File: src/rtl/b2g_stream_if.sv
// Valid/ready stream bundle shared by the binary input and Gray output sides
// of the binary-to-Gray encoder.
interface b2g_stream_if #(
  parameter int unsigned WIDTH = 4
);
  logic             valid;
  logic             ready;
  logic [WIDTH-1:0] data;

  modport master (
    output valid,
    output data,
    input  ready
  );

  modport slave (
    input  valid,
    input  data,
    output ready
  );
endinterface

File: src/rtl/b2g_stream.sv
// Streaming binary-to-Gray encoder: words are encoded on write into a small FIFO
// so a stalled consumer never loses data; counts delivered words for debug.
module b2g_stream #(
  parameter int unsigned WIDTH = 4,
  parameter int unsigned DEPTH = 2,
  parameter int unsigned CNT_W = 8
) (
  input  logic                    clk,
  input  logic                    rst,
  input  logic                    en,
  b2g_stream_if.slave             in_s,
  b2g_stream_if.master            out_m,
  output logic [$clog2(DEPTH):0]  fill,
  output logic [CNT_W-1:0]        sent_cnt
);

  localparam int unsigned PtrW  = $clog2(DEPTH);
  localparam int unsigned FillW = PtrW + 1;

  logic [WIDTH-1:0] mem_q [DEPTH];
  logic [PtrW-1:0]  rd_ptr_q, wr_ptr_q;
  logic [FillW-1:0] fill_q;
  logic [CNT_W-1:0] sent_cnt_q;
  logic             empty, full, push, pop;

  assign empty = (fill_q == '0);
  assign full  = (fill_q == FillW'(DEPTH));

  // Ready depends only on registered occupancy: no pass-through when full.
  assign in_s.ready  = en & ~full;
  assign out_m.valid = en & ~empty;
  assign out_m.data  = empty ? '0 : mem_q[rd_ptr_q];

  assign push = in_s.valid & in_s.ready;
  assign pop  = out_m.valid & out_m.ready;

  assign fill     = fill_q;
  assign sent_cnt = sent_cnt_q;

  always_ff @(posedge clk) begin
    if (rst) begin
      for (int unsigned i = 0; i < DEPTH; i++) begin
        mem_q[i] <= '0;
      end
      rd_ptr_q   <= '0;
      wr_ptr_q   <= '0;
      fill_q     <= '0;
      sent_cnt_q <= '0;
    end else begin
      if (push) begin
        mem_q[wr_ptr_q] <= in_s.data ^ (in_s.data >> 1);
        wr_ptr_q        <= wr_ptr_q + PtrW'(1);
      end
      if (pop) begin
        rd_ptr_q   <= rd_ptr_q + PtrW'(1);
        sent_cnt_q <= sent_cnt_q + CNT_W'(1);
      end
      unique case ({push, pop})
        2'b10:   fill_q <= fill_q + FillW'(1);
        2'b01:   fill_q <= fill_q - FillW'(1);
        default: fill_q <= fill_q;
      endcase
    end
  end

endmodule

File: src/flat_wrapper.sv
// flat-port wrapper written by rule: the top's interface ports become plain ports
module b2g_stream_flat 
#(
  parameter int unsigned WIDTH = 4,
  parameter int unsigned DEPTH = 2,
  parameter int unsigned CNT_W = 8
)
  (clk, rst, en, fill, sent_cnt, in_s_valid, in_s_data, in_s_ready, out_m_valid, out_m_data, out_m_ready);
  b2g_stream_if #(.WIDTH(WIDTH)) in_s_i ();
  b2g_stream_if #(.WIDTH(WIDTH)) out_m_i ();
  input  logic clk;
  input  logic rst;
  input  logic en;
  output logic [$clog2(DEPTH):0] fill;
  output logic [CNT_W-1:0] sent_cnt;
  input wire logic [$bits(in_s_i.valid)-1:0] in_s_valid;
  input wire logic [$bits(in_s_i.data)-1:0] in_s_data;
  output wire logic [$bits(in_s_i.ready)-1:0] in_s_ready;
  output wire logic [$bits(out_m_i.valid)-1:0] out_m_valid;
  output wire logic [$bits(out_m_i.data)-1:0] out_m_data;
  input wire logic [$bits(out_m_i.ready)-1:0] out_m_ready;
  assign in_s_i.valid = in_s_valid;
  assign in_s_i.data = in_s_data;
  assign in_s_ready = in_s_i.ready;
  assign out_m_valid = out_m_i.valid;
  assign out_m_data = out_m_i.data;
  assign out_m_i.ready = out_m_ready;
  b2g_stream #(.WIDTH(WIDTH), .DEPTH(DEPTH), .CNT_W(CNT_W)) u_core (.clk(clk), .rst(rst), .en(en), .in_s(in_s_i), .out_m(out_m_i), .fill(fill), .sent_cnt(sent_cnt));
endmodule
File: config.mk
export PLATFORM = sky130hd
export DESIGN_NAME = b2g_stream_flat
export DESIGN_NICKNAME = d
export VERILOG_FILES = /design/src/rtl/b2g_stream_if.sv /design/src/rtl/b2g_stream.sv /design/src/flat_wrapper.sv
export SDC_FILE = /design/constraint.sdc
export NUM_CORES = 1
export LEC_CHECK = 0
export BUFFER_PORTS_ARGS = -buffer_cell sky130_fd_sc_hd__buf_2
export CORE_MARGIN = 4
export CORE_UTILIZATION = 25
export DETAILED_ROUTE_END_ITERATION = 10
export PLACE_DENSITY_LB_ADDON = 0.08
export SYNTH_ARGS = -nofsm -noshare
export SYNTH_HDL_FRONTEND = slang
export SYNTH_SLANG_ARGS = --single-unit
File: constraint.sdc
create_clock -name clk -period 1.8 [get_ports clk]
set_input_delay 0.36 -clock clk [delete_from_list [all_inputs] [get_ports clk]]
set_output_delay 0.36 -clock clk [all_outputs]
set_load 0.03 [all_outputs]
==> metrics.md <==
| Metric | Value |
|---|---|
| Number of diodes | `0` |
| Vias per Instance | `between 4 and 5` |
| Dpl hpwl | `between 1500 and 2000 um` |
| Post-place instance area | `~0.0012 mm^2` |
| Worst slack, placed | `0.09961 ns` |
| Drt pass-1 iters | `4` |
| All-Layer GR Usage | `0.08967` |
| Commonest non-fill, non-tap cell in the layout | `buf_2` |
| Routed wire per std cell | `12.10 um` |
| Post-synth EDFFs | `8` |
| Starting Density | `0.2661` |
| Final period utilization | `0.9542` |
| Area Overhead vs Synth | `24.44%` |
| Via count | `approximately 820` |
| Post-Route WL | `~2100 um` |
| Crit path buf inv count | `2` |
| Core ar. | `between 0.003 and 0.004 mm^2` |
| Worst-Margin Slew | `about 0.42 ns` |
| Cell Chain, Critical Path | `or2b_1 > buf_4 > and2_1 > buf_2` |
| Final setup margin | `0.08245 ns` |
| Maxcap violations | `0` |
| Max Fclk | `0.5822 GHz` |
| Final nets | `approximately 140` |
| WP data required | `between 1 and 1.5 ns` |
| Largest net degree at the start of global routing | `17` |
| Cell area after synthesis | `0.001003 mm^2` |
| Avg Synthesized Cell Area | `roughly 10 um^2` |
| Std-Cell Rows | `22` |
| Flop and latch count out of synthesis | `21` |
| WP data arrival | `1.36 ns` |
| Pleak | `~0.5 nW` |
| RSZ-0062 raised after global routing | `false` |
| Syn_nets | `110` |
| DR iter-0 viols | `34` |
| Hold crit path type | `input port to flop` |
| Critical Path Sink Type | `output port` |
| Worst path top cell family by delay | `flip-flops` |
| Die ar. | `0.005092 mm^2` |
| Fin crit period | `between 1.5 and 2 ns` |
| Most frequent cells in the layout | `buf_2 (24), nor2_1 (11), dfxtp_1 (11)` |
| Distinct cells, synth | `28` |
| Initial antenna violation count | `0` |
| Pwr Total | `around 0.0010 W` |
| Layout Cells excl Fill | `around 180` |
| Count of final setup violators | `0` |
| Max Fanout on Critical Path | `8` |
| Met1 Use GR | `0.1229` |
| Port bufs | `24` |
| CTS tree | `yes` |
| Ys Warns | `0` |
| Maximum root-to-sink buffer count | `2` |
| Power Dens Cells | `approximately 840 mW/mm^2` |
| Async set-reset flop share out of synthesis | `0` |
| # IOs | `25` |
| Cells after DPL | `~170` |
| Max VDD drop | `0.3896 mV` |
| Clock Latency Late Sink | `roughly 0.26 ns` |
| Placer congestion estimate | `between 0.7 and 0.8` |
| Reg clk slew, reported paths | `approximately 0.070 ns` |
| Slew Viols, Final | `0` |
| Main flop type after synthesis | `dfxtp_1` |
| Die width | `a little over 70 um` |
| Vias in the first global route | `roughly 790` |
| Met3 GRT Util | `0.03226` |
| Syn Inst Count | `between 90 and 100` |
| Clock Sinks | `21` |
| Design area | `0.001249 mm^2` |
| Register area share after synthesis | `0.4988` |
| Total CTS buffers | `3` |
| Slowest stage delay, CP | `around 0.39 ns` |
| Critical Path Source Type | `flop` |
| Proportion of layout cells with a drive suffix above 1 | `0.2992` |
| Max H-tree Level | `1` |
| First-pass GRT wire length | `~3600 um` |
| Max Clock Skew | `approximately 0.0016 ns` |
| Hold Vio Cnt, Final | `0` |
| CP Class | `flop to output port` |
| Status | `finished clean` |
| CTS root buf | `clkbuf_8` |
| Post-Route Setup TNS | `0 ns` |
| Die H | `a little over 70 um` |
| Post-route ant nets | `0` |
| Met2 Usage GRT | `0.1327` |
| # DRC | `0` |
| GRT Max-Usage Layer | `met2` |
| CTS Hold Bufs | `0` |
| Slew HR | `0.7184` |
| Worst path slowest cell | `dfxtp_4` |
| Total congestion overflow | `0` |
-- metal layers --
| metal | up-vias | share of wire |
|---|---|---|
| li1 | 417 | - |
| met1 | 388 | 0.49 |
| met3 | 2 | 0.056 |
| met4 | 0 | 0.0090 |
| met2 | 16 | 0.44 |
| met5 | - | 0 |
-- where the power goes --
group / switching (W) / internal (W) / leakage [nW] / total, W
Clock: 0.000149 / 0.000157 / 0.0228 / 0.000306
Combinational: 0.000123 / 0.0000714 / 0.279 / 0.000194
Sequential: 0.0000253 / 0.000520 / 0.191 / 0.000545
-- metrics by stage --
| step | utilization | hold WS (ns) |
|---|---|---|
| 3_3_place_gp | 0.3145 | 0.4604 |
| 2_1_floorplan | - | 0.4217 |
| 4_1_cts | 0.3265 | 0.4403 |
| 5_1_grt | 0.3311 | 0.4626 |
| 6_report | 0.3311 | 0.4490 |
| 3_5_place_dp | 0.3145 | 0.4764 |
-- path summary, 6_finish.rpt --
path	startpoint	to	slack, ns	depth (start not counted)
max	u_core.fill[0]	in_s_ready	0.08	4
min	rst	u_core.sent_cnt[2]	0.45	2
max reg2reg	u_core.fill[1]	u_core.fill[1]	0.11	6
min reg2reg	u_core.sent_cnt[7]	u_core.sent_cnt[7]	0.48	2
-- what timing repair did --
action                                  in CTS  in global routing
resized for setup                            0                  1
buffers inserted                             0                  2
endpoints found under the setup margin       0                  2
endpoints found under the hold margin        0                  0
-- state kept, by name, summed over array words and instances (netlist names), named ones only --
register,cells
u_core.mem_q,8
u_core.sent_cnt,8
u_core.fill,2
u_core.rd_ptr_q,1
u_core.wr_ptr_q,1
-- cell type report --
class,count,area (um^2)
sequential,21,508.0
multi-input combinational,69,466.7
fill,410,2522
clock buffer,4,45.04
inverter,5,18.77
tap,48,60.06
timing repair buffer,28,150.1
-- Yosys cell counts (all sizes together), types with 3 or more instances --
master,number,share of area
o21ai,3,0.019
mux2i,5,0.050
xnor2,4,0.035
nor2,11,0.041
a21oi,7,0.035
or4,4,0.030
xor2,4,0.035
nor3,8,0.040
edfxtp,8,0.24
o31ai,4,0.030
nand3,4,0.020
inv,5,0.019
dfxtp,13,0.26
-- logic make-up after synthesis --
logic type	Yosys count	share of synthesized area
xor gates and xnor gates	8	0.06982
buffers and inverters	9	0.03616
DFF	21	0.4988
muxes	5	0.04988
AOI/OAI and AO/OA	18	0.1297
and+or+nand+nor	36	0.1908
adders and majority gates	2	0.02493
Power figures use the tool's default switching activity.
